<file path="config.mk">
export PLATFORM = sky130hd
export DESIGN_NAME = ama_riscv_mem_arb_flat
export DESIGN_NICKNAME = d
export VERILOG_FILES = /design/src/rtl/ama_riscv_mem_pkg.sv /design/src/rtl/ama_riscv_mem_arb_if.sv /design/src/rtl/ama_riscv_mem_tag_pipe.sv /design/src/rtl/ama_riscv_mem_arb.sv /design/src/flat_wrapper.sv
export SDC_FILE = /design/constraint.sdc
export NUM_CORES = 1
export LEC_CHECK = 0
export CAP_MARGIN = 20
export CORE_MARGIN = 3
export CORE_UTILIZATION = 28
export CTS_CLUSTER_SIZE = 20
export DETAILED_ROUTE_END_ITERATION = 12
export PLACE_DENSITY = 0.84
export SLEW_MARGIN = 20
export SYNTH_ARGS = -nofsm -noshare
export SYNTH_HDL_FRONTEND = slang
export SYNTH_SLANG_ARGS = --single-unit
</file>
<file path="constraint.sdc">
create_clock -name clk -period 3 [get_ports clk]
set_input_delay 0.75 -clock clk [delete_from_list [all_inputs] [get_ports clk]]
set_output_delay 0.75 -clock clk [all_outputs]
set_load 0.01 [all_outputs]
</file>
<file path="src/rtl/ama_riscv_mem_pkg.sv">
// Shared memory-arbiter types: read-ownership tags and memory geometry.
package ama_riscv_mem_pkg;

    localparam int CORE_ADDR_BUS_W = 14;
    localparam int MEM_SIZE_W      = 16384;

    typedef enum logic {
        OWN_IF = 1'b0,
        OWN_LS = 1'b1
    } mem_owner_t;

    typedef struct packed {
        logic       vld;
        mem_owner_t owner;
    } mem_tag_t;

    localparam mem_tag_t TAG_NONE = '{vld: 1'b0, owner: OWN_IF};

    function automatic mem_tag_t mk_tag(input logic vld, input mem_owner_t owner);
        mem_tag_t t;
        t.vld   = vld;
        t.owner = owner;
        return t;
    endfunction

endpackage

</file>
<file path="src/rtl/ama_riscv_mem_arb_if.sv">
// Bundle of fetch, load/store and memory-macro signals around the shared memory arbiter.
interface ama_riscv_mem_arb_if
    import ama_riscv_mem_pkg::*;
#(
    parameter int AW = CORE_ADDR_BUS_W
);

    logic          if_req_valid;
    logic          if_req_ready;
    logic [AW-1:0] if_req_addr;
    logic          if_rsp_valid;
    logic [31:0]   if_rsp_data;

    logic          ls_req_valid;
    logic          ls_req_ready;
    logic          ls_req_we;
    logic [3:0]    ls_req_wmask;
    logic [AW-1:0] ls_req_addr;
    logic [31:0]   ls_req_wdata;
    logic          ls_rsp_valid;
    logic [31:0]   ls_rsp_data;

    logic          mem_en;
    logic [3:0]    mem_we;
    logic [AW-1:0] mem_addr;
    logic [31:0]   mem_wdata;
    logic [31:0]   mem_rdata;

    // Arbiter side.
    modport slave (
        input  if_req_valid, if_req_addr,
        input  ls_req_valid, ls_req_we, ls_req_wmask, ls_req_addr, ls_req_wdata,
        input  mem_rdata,
        output if_req_ready, if_rsp_valid, if_rsp_data,
        output ls_req_ready, ls_rsp_valid, ls_rsp_data,
        output mem_en, mem_we, mem_addr, mem_wdata
    );

    // Core requesters plus memory macro side.
    modport master (
        output if_req_valid, if_req_addr,
        output ls_req_valid, ls_req_we, ls_req_wmask, ls_req_addr, ls_req_wdata,
        output mem_rdata,
        input  if_req_ready, if_rsp_valid, if_rsp_data,
        input  ls_req_ready, ls_rsp_valid, ls_rsp_data,
        input  mem_en, mem_we, mem_addr, mem_wdata
    );

endinterface

</file>
<file path="src/rtl/ama_riscv_mem_tag_pipe.sv">
// Fixed-latency read-ownership pipeline: tracks each in-flight read and steers
// mem_rdata to the owning requester when the tag reaches the last stage.
`define AMA_MEM_TAG_STAGE(q, d) \
    always_ff @(posedge clk) begin \
        if (rst) begin \
            q <= TAG_NONE; \
        end else begin \
            q <= d; \
        end \
    end

module ama_riscv_mem_tag_pipe
    import ama_riscv_mem_pkg::*;
#(
    parameter int MEM_LAT = 1
)(
    input  logic        clk,
    input  logic        rst,
    input  mem_tag_t    tag_in,
    input  logic [31:0] mem_rdata,
    output logic        if_rsp_valid,
    output logic [31:0] if_rsp_data,
    output logic        ls_rsp_valid,
    output logic [31:0] ls_rsp_data
);

    mem_tag_t [MEM_LAT-1:0] stage_q_s;
    mem_tag_t               last_s;

    for (genvar i = 0; i < MEM_LAT; i++) begin : g_stage
        mem_tag_t d_s;
        mem_tag_t q_r;

        if (i == 0) begin : g_first
            assign d_s = tag_in;
        end else begin : g_next
            assign d_s = stage_q_s[i-1];
        end

        // One tag stage; reset drops every in-flight read.
        `AMA_MEM_TAG_STAGE(q_r, d_s)

        assign stage_q_s[i] = q_r;
    end

    assign last_s = stage_q_s[MEM_LAT-1];

    // Response demux; gated by rst so a read landing in the reset cycle is discarded too.
    always_comb begin
        if_rsp_valid = 1'b0;
        if_rsp_data  = 32'h0000_0000;
        ls_rsp_valid = 1'b0;
        ls_rsp_data  = 32'h0000_0000;
        if (!rst && last_s.vld) begin
            case (last_s.owner)
                OWN_IF: begin
                    if_rsp_valid = 1'b1;
                    if_rsp_data  = mem_rdata;
                end
                OWN_LS: begin
                    ls_rsp_valid = 1'b1;
                    ls_rsp_data  = mem_rdata;
                end
                default: begin
                    if_rsp_valid = 1'b0;
                    ls_rsp_valid = 1'b0;
                end
            endcase
        end else begin
            if_rsp_valid = 1'b0;
            ls_rsp_valid = 1'b0;
        end
    end

endmodule

`undef AMA_MEM_TAG_STAGE

</file>
<file path="src/rtl/ama_riscv_mem_arb.sv">
// Fetch vs load/store arbiter for one shared single-port memory, with fetch
// starvation guard. Optional perf counters: AMA_RISCV_ARB_PERF_CNT_EN.
module ama_riscv_mem_arb
    import ama_riscv_mem_pkg::*;
#(
    parameter int MEM_LAT    = 1,
    parameter int STARVE_MAX = 4,
    parameter int AW         = CORE_ADDR_BUS_W
)(
    input  logic               clk,
    input  logic               rst,
    ama_riscv_mem_arb_if.slave bus
`ifdef AMA_RISCV_ARB_PERF_CNT_EN
    ,
    output logic [31:0]        perf_conflict,
    output logic [31:0]        perf_starve_force
`endif
);

    localparam int            SW         = $clog2(STARVE_MAX + 1);
    localparam logic [SW-1:0] STARVE_LIM = SW'(STARVE_MAX);

    logic          if_gnt_s;
    logic          ls_gnt_s;
    logic          force_if_s;
    logic          both_vld_s;
    logic [SW-1:0] starve_cnt_r;

    logic          mem_en_s;
    logic [3:0]    mem_we_s;
    logic [AW-1:0] mem_addr_s;
    logic [31:0]   mem_wdata_s;
    mem_tag_t      tag_in_s;

    assign both_vld_s = bus.if_req_valid && bus.ls_req_valid;

    // Grant: load/store has priority unless fetch has lost STARVE_MAX times in a row.
    always_comb begin
        if_gnt_s   = 1'b0;
        ls_gnt_s   = 1'b0;
        force_if_s = 1'b0;
        if (rst) begin
            if_gnt_s = 1'b0;
            ls_gnt_s = 1'b0;
        end else if (both_vld_s) begin
            if (starve_cnt_r == STARVE_LIM) begin
                if_gnt_s   = 1'b1;
                force_if_s = 1'b1;
            end else begin
                ls_gnt_s = 1'b1;
            end
        end else if (bus.if_req_valid) begin
            if_gnt_s = 1'b1;
        end else if (bus.ls_req_valid) begin
            ls_gnt_s = 1'b1;
        end else begin
            if_gnt_s = 1'b0;
            ls_gnt_s = 1'b0;
        end
    end

    // Starvation counter: counts consecutive fetch losses, saturating.
    always_ff @(posedge clk) begin
        if (rst) begin
            starve_cnt_r <= '0;
        end else if (bus.if_req_valid && ls_gnt_s) begin
            if (starve_cnt_r != STARVE_LIM) begin
                starve_cnt_r <= starve_cnt_r + SW'(1'b1);
            end else begin
                starve_cnt_r <= starve_cnt_r;
            end
        end else begin
            starve_cnt_r <= '0;
        end
    end

    // Winner drives the memory port; write strobes and data only for stores.
    always_comb begin
        mem_en_s    = 1'b0;
        mem_we_s    = 4'b0000;
        mem_addr_s  = '0;
        mem_wdata_s = 32'h0000_0000;
        if (ls_gnt_s) begin
            mem_en_s   = 1'b1;
            mem_addr_s = bus.ls_req_addr;
            if (bus.ls_req_we) begin
                mem_we_s    = bus.ls_req_wmask;
                mem_wdata_s = bus.ls_req_wdata;
            end else begin
                mem_we_s    = 4'b0000;
                mem_wdata_s = 32'h0000_0000;
            end
        end else if (if_gnt_s) begin
            mem_en_s   = 1'b1;
            mem_addr_s = bus.if_req_addr;
        end else begin
            mem_en_s = 1'b0;
        end
    end

    // Only reads enter the tag pipeline.
    always_comb begin
        tag_in_s = TAG_NONE;
        if (if_gnt_s) begin
            tag_in_s = mk_tag(1'b1, OWN_IF);
        end else if (ls_gnt_s && !bus.ls_req_we) begin
            tag_in_s = mk_tag(1'b1, OWN_LS);
        end else begin
            tag_in_s = TAG_NONE;
        end
    end

    assign bus.if_req_ready = if_gnt_s;
    assign bus.ls_req_ready = ls_gnt_s;
    assign bus.mem_en       = mem_en_s;
    assign bus.mem_we       = mem_we_s;
    assign bus.mem_addr     = mem_addr_s;
    assign bus.mem_wdata    = mem_wdata_s;

    ama_riscv_mem_tag_pipe #(
        .MEM_LAT (MEM_LAT)
    ) u_tag_pipe (
        .clk          (clk),
        .rst          (rst),
        .tag_in       (tag_in_s),
        .mem_rdata    (bus.mem_rdata),
        .if_rsp_valid (bus.if_rsp_valid),
        .if_rsp_data  (bus.if_rsp_data),
        .ls_rsp_valid (bus.ls_rsp_valid),
        .ls_rsp_data  (bus.ls_rsp_data)
    );

`ifdef AMA_RISCV_ARB_PERF_CNT_EN
    // Conflict cycles and forced fetch wins, free-running modulo 2^32.
    always_ff @(posedge clk) begin
        if (rst) begin
            perf_conflict     <= 32'd0;
            perf_starve_force <= 32'd0;
        end else begin
            perf_conflict     <= perf_conflict + (both_vld_s ? 32'd1 : 32'd0);
            perf_starve_force <= perf_starve_force + (force_if_s ? 32'd1 : 32'd0);
        end
    end
`endif

endmodule

</file>
<file path="src/flat_wrapper.sv">
// flat-port wrapper written by rule: the top's interface ports become plain ports
module ama_riscv_mem_arb_flat import ama_riscv_mem_pkg::*;
#(
    parameter int MEM_LAT    = 1,
    parameter int STARVE_MAX = 4,
    parameter int AW         = CORE_ADDR_BUS_W
)
  (clk, rst, bus_if_req_valid, bus_if_req_addr, bus_ls_req_valid, bus_ls_req_we, bus_ls_req_wmask, bus_ls_req_addr, bus_ls_req_wdata, bus_mem_rdata, bus_if_req_ready, bus_if_rsp_valid, bus_if_rsp_data, bus_ls_req_ready, bus_ls_rsp_valid, bus_ls_rsp_data, bus_mem_en, bus_mem_we, bus_mem_addr, bus_mem_wdata);
  ama_riscv_mem_arb_if #(.AW(AW)) bus_i ();
  input  logic clk;
  input  logic rst;
  input wire logic [$bits(bus_i.if_req_valid)-1:0] bus_if_req_valid;
  input wire logic [$bits(bus_i.if_req_addr)-1:0] bus_if_req_addr;
  input wire logic [$bits(bus_i.ls_req_valid)-1:0] bus_ls_req_valid;
  input wire logic [$bits(bus_i.ls_req_we)-1:0] bus_ls_req_we;
  input wire logic [$bits(bus_i.ls_req_wmask)-1:0] bus_ls_req_wmask;
  input wire logic [$bits(bus_i.ls_req_addr)-1:0] bus_ls_req_addr;
  input wire logic [$bits(bus_i.ls_req_wdata)-1:0] bus_ls_req_wdata;
  input wire logic [$bits(bus_i.mem_rdata)-1:0] bus_mem_rdata;
  output wire logic [$bits(bus_i.if_req_ready)-1:0] bus_if_req_ready;
  output wire logic [$bits(bus_i.if_rsp_valid)-1:0] bus_if_rsp_valid;
  output wire logic [$bits(bus_i.if_rsp_data)-1:0] bus_if_rsp_data;
  output wire logic [$bits(bus_i.ls_req_ready)-1:0] bus_ls_req_ready;
  output wire logic [$bits(bus_i.ls_rsp_valid)-1:0] bus_ls_rsp_valid;
  output wire logic [$bits(bus_i.ls_rsp_data)-1:0] bus_ls_rsp_data;
  output wire logic [$bits(bus_i.mem_en)-1:0] bus_mem_en;
  output wire logic [$bits(bus_i.mem_we)-1:0] bus_mem_we;
  output wire logic [$bits(bus_i.mem_addr)-1:0] bus_mem_addr;
  output wire logic [$bits(bus_i.mem_wdata)-1:0] bus_mem_wdata;
  assign bus_i.if_req_valid = bus_if_req_valid;
  assign bus_i.if_req_addr = bus_if_req_addr;
  assign bus_i.ls_req_valid = bus_ls_req_valid;
  assign bus_i.ls_req_we = bus_ls_req_we;
  assign bus_i.ls_req_wmask = bus_ls_req_wmask;
  assign bus_i.ls_req_addr = bus_ls_req_addr;
  assign bus_i.ls_req_wdata = bus_ls_req_wdata;
  assign bus_i.mem_rdata = bus_mem_rdata;
  assign bus_if_req_ready = bus_i.if_req_ready;
  assign bus_if_rsp_valid = bus_i.if_rsp_valid;
  assign bus_if_rsp_data = bus_i.if_rsp_data;
  assign bus_ls_req_ready = bus_i.ls_req_ready;
  assign bus_ls_rsp_valid = bus_i.ls_rsp_valid;
  assign bus_ls_rsp_data = bus_i.ls_rsp_data;
  assign bus_mem_en = bus_i.mem_en;
  assign bus_mem_we = bus_i.mem_we;
  assign bus_mem_addr = bus_i.mem_addr;
  assign bus_mem_wdata = bus_i.mem_wdata;
  ama_riscv_mem_arb #(.MEM_LAT(MEM_LAT), .STARVE_MAX(STARVE_MAX), .AW(AW)) u_core (.clk(clk), .rst(rst), .bus(bus_i));
endmodule
</file>
Yosys cells after proc, flatten, opt, wreduce, memory -nomap -nowiden
Cells that the tools add are included.

cells by class
  add/subtract/negate cells = 1
  equal/unequal tests = 2
  muxes and demuxes = 27
  bitwise operators = 1
  reductions and logical operators = 8

operator list
  cell                 count
  $mux 32              6
  $mux 14              2
  $mux 1               15
  $mux 4               2
  $logic_and 1x1->1    4
  $mux 2               2
  $reduce_or 2->1      2
  $add 3x1->3 const B  1
  $eq 3x3->1 const B   1
  $ne 3x3->1 const B   1
  $logic_not 1->1      2
  $not 1->1            1

storage, ports and cells
  register bits = 5
  input bits = 101
  output and inout port bits = 119
  logic and storage cells = 42

Depth between registers and ports, before layout
Gate-level depths: netlist of run 1.

  word-level depth = 7
  mapped depth = 6
  mapped depth without buffers = 4

By module
A second synthesis of run 1 with hierarchy kept.

second synthesis, totals
  cells, all modules = 250
  area, all modules = 2210.9 sq um

modules (own cells, without submodules)
  module                  instances  cells an instance  area an instance (sq um)  sequential area each (sq um)
  ama_riscv_mem_arb       1          159                1301.2                    60.1
  ama_riscv_mem_tag_pipe  1          91                 909.6                     40.0

Worst setup path before layout of run 1
No wires, ideal clock.

  path type = input to output
  start point = input port bus_if_req_valid
  end point = output port bus_mem_wdata[0]
  arrival time = 1.514 ns
  required time = 2.250 ns
  path slack = 0.736 ns
  stages = 5
  buffers on the path = 3
  path through = buf_6 and3_1 buf_6 buf_6 nor3_2

on the way
  longest elaborated chain between the ends = 4

ends and longest elaborated chain
  element                                             line                                              source
  start: declaration                                  flat_wrapper.sv:12                                input wire logic [$bits(bus_i.if_req_valid)-1:0] bus_if_req_valid;
  $mux 1 / $logic_and 1x1->1 (equally long branches)  ama_riscv_mem_arb.sv:52, ama_riscv_mem_arb.sv:35
  $mux 1 *                                            ama_riscv_mem_arb.sv:45                           end else if (both_vld_s) begin
  $mux 1 *                                            ama_riscv_mem_arb.sv:42                           if (rst) begin
  $mux 32 *                                           ama_riscv_mem_arb.sv:83                           if (ls_gnt_s) begin
  end: declaration                                    flat_wrapper.sv:29                                output wire logic [$bits(bus_i.mem_wdata)-1:0] bus_mem_wdata;

Every way passes the cells marked *; elsewhere a longest branch is shown, timed or not.

Worst setup path after layout of run 1
  start point = input port rst
  end point = output port bus_ls_rsp_data[1]

on the way
  longest elaborated chain between the ends = 3

ends and longest elaborated chain
  element             line                          source
  start: declaration  flat_wrapper.sv:11            input logic rst;
  $logic_not 1->1     ama_riscv_mem_tag_pipe.sv:54  if (!rst && last_s.vld) begin
  $logic_and 1x1->1   ama_riscv_mem_tag_pipe.sv:54
  $mux 32             ama_riscv_mem_tag_pipe.sv:54
  end: declaration    flat_wrapper.sv:25            output wire logic [$bits(bus_i.ls_rsp_data)-1:0] bus_ls_rsp_data;

Every way passes these cells.

==> results.py, run 1 <==
metrics = {
    "min_path": {
        "whs_path_depth": 1,
        "holdCritStartpoint": "u_core.starve_cnt_r[0]",
        "hold_path.class": "flop to flop",
        "min_to": "u_core.starve_cnt_r[0]",
    },
    "global_routing": {
        "antenna_found_initial": 0,
        "grt.total_usage": 0.230,
        "grt_pass1_wl_um": 13100,
        "grt_pass1_vias": 2391,
        "globalRouteOverflowTotal": 0,
        "grt_max_degree": 39,
    },
    "detailed_routing": {
        "drtAntennaViolNets": 0,
        "drt-total-wl_um": 8840,
        "wire_per_inst_um": 17.1,
        "via_per_inst": 4.73,
        "num_vias": 2445,
        "firstDrtPassIters": 4,
        "drc": 0,
        "drtIter0Drc": 64,
    },
    "clocking": {
        "path_clk_slew_ps": 40,
        "numCtsBuffers": 3,
        "cts_tree": "yes",
        "clock-sinks": 5,
        "clk_latency_ps": 220,
        "hold_buffers": 0,
        "root_buffer": "clkbuf_8",
        "htree_levels": 1,
        "clockBufferDepth": 2,
    },
    "power_and_ir_drop": {
        "p_int_mw": 0.388,
        "p_switching_mw": 0.177,
        "p_seq_frac": 0.126,
        "combPwrFrac": 0.647,
        "p_leak_nw": 2.29,
        "power.share.clock": 0.226,
        "p_per_area_mw_per_mm2": 136,
        "swShare": 0.313,
        "vdd_drop_max_mv": 0.106,
        "power_mw": 0.565,
    },
    "sta": {
        "fin_ws_ps": 64.9,
        "worst_pin_slew_ps": 242,
        "fin_crit_ps": 2940,
        "finalCritPeriodShare": 0.978,
        "final-max-slew-violation-count": 0,
        "setup_viol": 0,
        "max_slew_margin": 0.838,
        "final_hold_viol_count": 0,
        "fmax_mhz": 341,
        "fin_skew_ps": 0.202,
    },
    "worst_setup_path": {
        "worst-r2r-cell-count": 5,
        "crit_type": "primary input to primary output",
        "r2r_setup_slack_ps": 1540,
        "cp.arrival_ps": 2190,
        "timing.rr.start": "u_core.starve_cnt_r[0]",
        "cp_max_fo": 33,
        "crit_path_max_incr_delay_ps": 550,
        "cp_slowest_cell": "clkdlybuf4s50_1",
        "r2r-end": "u_core.u_tag_pipe.g_stage[0].q_r[1]",
        "worstPathCellList": "dlygate4sd2_1 -> and3b_2 -> buf_12 -> and2_1 -> clkdlybuf4s50_1",
        "cp_data_required_time_ps": 2250,
        "crit_path_start_kind": "primary input",
        "cp_num_buf_inv": 3,
        "crit_family": "buffers and inverters",
        "end_kind": "primary output",
    },
    "floorplan": {
        "rows": 27,
        "core-area_mm2": 0.00574,
        "die_y_um": 84.6,
        "dieWidth_um": 84.6,
        "design.die.area_mm2": 0.00715,
        "ioPinCount": 220,
        "start_util": 0.301,
    },
    "synth": {
        "synth_xor_area_frac": 0,
        "synth-simple-area-share": 0.695,
        "synth_area_mm2": 0.00173,
        "netlist_instances": 232,
        "synth_fa_ha_area_frac": 0.0145,
        "syn_area_per_cell_um2": 7.45,
        "synth_compound_area_frac": 0.114,
        "yosysUniqueCellTypes": 24,
        "ys_ff_latch": 5,
        "synthMuxAreaShare": 0,
        "ys_seq_area_frac": 0.0579,
        "ys.warnings.count": 0,
        "syn_nets": 335,
        "synth_top_family_by_area": "simple AND/OR/NAND/NOR gates",
    },
    "finish": {
        "drive_above_1_share": 0.169,
        "final_nets": 549,
        "mostFrequentLayoutCells": "clkdlybuf4s50_1 (133), and2_1 (64), dlygate4sd2_1 (54)",
        "multi_input_area_mm2": 0.00144,
        "insertedDiodeCount": 0,
        "postLayoutCoreUtil": 0.721,
        "nFillCells": 486,
        "syn_to_final_growth_pct": 140,
        "final_common_cell": "clkdlybuf4s50_1",
        "register_area_um2": 100,
    },
    "placed_design": {
        "pre_cts_slack_ps": -182,
        "place_congestion": 0.893,
        "portBuffers": 219,
        "hpwlAfterDp_um": 7170,
    },
    "flow_run": {
        "drv_cap": 0,
    },
    "status": {
        "status": "finished clean",
    },
}
==> state kept, by name, summed over array words and instances (netlist names) <==
| register | count |
|---|---|
| u_core.starve_cnt_r | 3 |
| u_core.u_tag_pipe.g_stage.q_r | 2 |
==> per-stage QoR <==
| step | hold WS (ps) | std cells | area (µm²) | setup TNS [ps] |
|---|---|---|---|---|
| after floorplan | 441 | 232 | 1730 | 0 |
| after global placement | 449 | 510 | 4030 | -13760 |
| after detailed placement | 461 | 510 | 4030 | -15390 |
| after CTS | 466 | 516 | 4060 | 0 |
| after global routing | 496 | 517 | 4140 | -3.09 |
| final | 467 | 517 | 4140 | 0 |
==> per-layer routing <==
layer  global-route usage  part of all wire  up-vias
met5                    0                 0        -
met4               0.0734             0.025        0
met3               0.0245             0.064       13
met2                0.453              0.55      126
met1                0.251              0.36     1096
li1                     -                 -     1210
==> cells in the mapped netlist <==
cell type   n  area, µm²
and4b_1     1       10.0
nand2b_1    3       18.8
nand3b_1   28        210
clkbuf_2    2       10.0
o32ai_1     1       8.76
o22ai_2    11        138
dfxtp_1     5        100
nand2_1    36        135
or3b_1      1       8.76
a211oi_1    1       7.51
buf_6       9        101
buf_2       6       30.0
and2_1     64        400
o22ai_1     4       25.0
nor3_2     37        370
and3_1      1       6.26
a21boi_4    1       18.8
and3b_1     1       8.76
clkbuf_1    8       30.0
nor3b_2     2       25.0
nor2_1      2       7.51
ha_1        2       25.0
inv_1       3       11.3
buf_4       3       22.5
==> kinds of logic after synthesis <==
kind of cell / Yosys count
AO/OA/AOI/OAI: 18
adder cells (fa/ha/maj): 2
buffers and inverters: 31
flip-flops: 5
AND/OR/NAND/NOR: 176
==> power by group through the flow <==
stage,sequential (mW),combinational [mW],clock [mW]
6_report,0.0712,0.366,0.128
5_1_grt,0.0715,0.392,0.139
4_1_cts,0.0709,0.371,0.132
3_5_place_dp,0.0716,0.381,0
3_3_place_gp,0.0715,0.376,0
2_1_floorplan,0.0710,0.134,0
==> area by class of cell <==
cell class                      count  area share
Clock buffer                        4      0.0109
Multi-Input combinational cell    196       0.347
Inverter                            3     0.00272
Timing Repair Buffer              237       0.594
Tap cell                           72      0.0218
Sequential cell                     5      0.0242
==> repair_timing <==
action,CTS,global route
buffers inserted,1,1
endpoints found under the setup margin,117,34
gates cloned,1,0
gates resized for setup,55,34
pin swaps,1,1
==> worst max-delay path by stage <==
stage                     start                  end  slack [ps]  cells after the start
2_1_floorplan  bus_if_req_valid     bus_mem_wdata[0]         740                      5
3_3_place_gp                rst    bus_mem_wdata[19]        -160                      5
3_5_place_dp                rst    bus_mem_wdata[19]        -180                      5
4_1_cts        bus_ls_req_valid     bus_if_req_ready         0.3                      5
5_1_grt                     rst  bus_ls_rsp_data[15]          -3                      5
6_report                    rst   bus_ls_rsp_data[1]          60                      5
Note: power is estimated with default switching activity, not from simulation.
==> run 2, diff against run 1 <==
CELL_PAD_IN_SITES_DETAIL_PLACEMENT = 1   (was not set)
CELL_PAD_IN_SITES_GLOBAL_PLACEMENT = 2   (was not set)
CORE_UTILIZATION = 12   (was 28)
PLACE_DENSITY = 0.83   (was 0.84)
==> run 2 against run 1 <==
Against the previous run:
- combinational power barely moved
- cell count rose by 22%
- sequential power barely moved
- power rose by 17%
==> results.py, run 2 (synthesis results as in run 1) <==
metrics = {
    "status": {
        "status": "finished clean",
    },
    "sta": {
        "final.setup.tns_ps": 0,
        "fmax_mhz": 342,
        "fin_ws_ps": 74.4,
        "worst_pin_slew_ps": 212,
        "finalCritPeriodShare": 0.975,
        "final-max-slew-violation-count": 0,
        "rsz0062_at_grt": "false",
        "fin_skew_ps": 0.279,
        "fin_crit_ps": 2930,
        "final_hold_viol_count": 0,
        "setup_viol": 0,
        "max_slew_margin": 0.859,
        "hold_slack_ps": 497,
    },
    "placed_design": {
        "placed_area_mm2": 0.00416,
        "portBuffers": 219,
        "pre_cts_slack_ps": -223,
        "placed_cells": 620,
        "place_congestion": 0.770,
        "hpwlAfterDp_um": 7190,
    },
    "finish": {
        "syn_to_final_growth_pct": 147,
        "drive_above_1_share": 0.199,
        "mostFrequentLayoutCells": "clkdlybuf4s50_1 (139), and2_1 (64), dlygate4sd2_1 (60)",
        "postLayoutCoreUtil": 0.305,
        "final_common_cell": "clkdlybuf4s50_1",
        "fin_cells": 632,
        "postLayoutCellArea_mm2": 0.00427,
        "insertedDiodeCount": 0,
        "final_nets": 556,
        "largest_reg_flops": 3,
        "top_register": "u_core.starve_cnt_r",
        "nFillCells": 1695,
    },
    "clocking": {
        "numCtsBuffers": 3,
        "clockBufferDepth": 2,
        "path_clk_slew_ps": 30,
        "cts_tree": "yes",
        "clock-sinks": 5,
        "root_buffer": "clkbuf_16",
        "hold_buffers": 0,
        "htree_levels": 1,
        "clk_latency_ps": 230,
    },
    "worst_setup_path": {
        "r2r_setup_slack_ps": 1580,
        "crit_type": "primary input to primary output",
        "crit_path_start_kind": "primary input",
        "cp_data_required_time_ps": 2250,
        "cp_max_fo": 16,
        "cp.arrival_ps": 2180,
        "end_kind": "primary output",
    },
    "global_routing": {
        "grt_pass1_wl_um": 13800,
        "antenna_found_initial": 0,
        "grt.total_usage": 0.104,
        "globalRouteOverflowTotal": 0,
        "grt_pass1_vias": 2718,
        "grt_max_degree": 34,
    },
    "detailed_routing": {
        "drt-total-wl_um": 9170,
        "drtAntennaViolNets": 0,
        "via_per_inst": 4.00,
        "drc": 0,
        "drtIter0Drc": 70,
        "firstDrtPassIters": 4,
        "num_vias": 2525,
        "wire_per_inst_um": 14.5,
    },
    "floorplan": {
        "start_util": 0.124,
        "ioPinCount": 220,
        "core-area_mm2": 0.0140,
        "rows": 43,
        "dieWidth_um": 126,
        "die_y_um": 126,
        "design.die.area_mm2": 0.0159,
    },
    "power_and_ir_drop": {
        "vdd_drop_max_mv": 0.116,
        "p_per_area_mw_per_mm2": 154,
        "p_leak_nw": 1.97,
        "power_mw": 0.659,
    },
    "min_path": {
        "hold_path.class": "flop to flop",
    },
    "flow_run": {
        "drv_cap": 0,
    },
}
## run 2: layer usage
layer	routed length (µm)	global-route usage
met3	765	0.0276
met2	4780	0.204
met5	0	0
met4	27	0.0120
met1	3600	0.113
## run 2: final timing paths
kind,startpoint,to,cells after the start
worst max register to register,u_core.starve_cnt_r[0],u_core.starve_cnt_r[0],6
worst min-delay path,u_core.starve_cnt_r[0],u_core.starve_cnt_r[0],1
worst min register to register,u_core.starve_cnt_r[0],u_core.starve_cnt_r[0],1
worst max-delay path,rst,bus_if_rsp_data[22],6
## run 2: layout make-up
| class | instances | area [µm²] | share of cell area |
|---|---|---|---|
| Multi-Input combinational cell | 196 | 1440 | 0.337 |
| Tap cell | 180 | 225 | 0.0527 |
| Clock buffer | 4 | 78.8 | 0.0184 |
| Sequential cell | 5 | 100 | 0.0234 |
| Inverter | 3 | 11.3 | 0.00264 |
| Timing Repair Buffer | 244 | 2420 | 0.566 |
## run 2: critical path, stage by stage
cell and delay (ps):
dlygate4sd2_1 290, nor3b_4 190, buf_6 150, buf_16 140, and2_1 130, clkdlybuf4s50_1 530
## run 2: timing repair
item                       4_1_cts  5_1_grt
gates resized for setup         75       31
gates cloned                     2        0
buffers inserted                 3        3
setup endpoints to repair      119       51
pin swaps                        1        0
## run 2: where the power goes
part / switching [mW] / leakage [nW] / internal (mW)
Sequential: 0.00174 / 0.0409 / 0.0692
Combinational: 0.140 / 1.89 / 0.228
Clock: 0.0437 / 0.0382 / 0.176
Total: 0.186 / 1.97 / 0.473
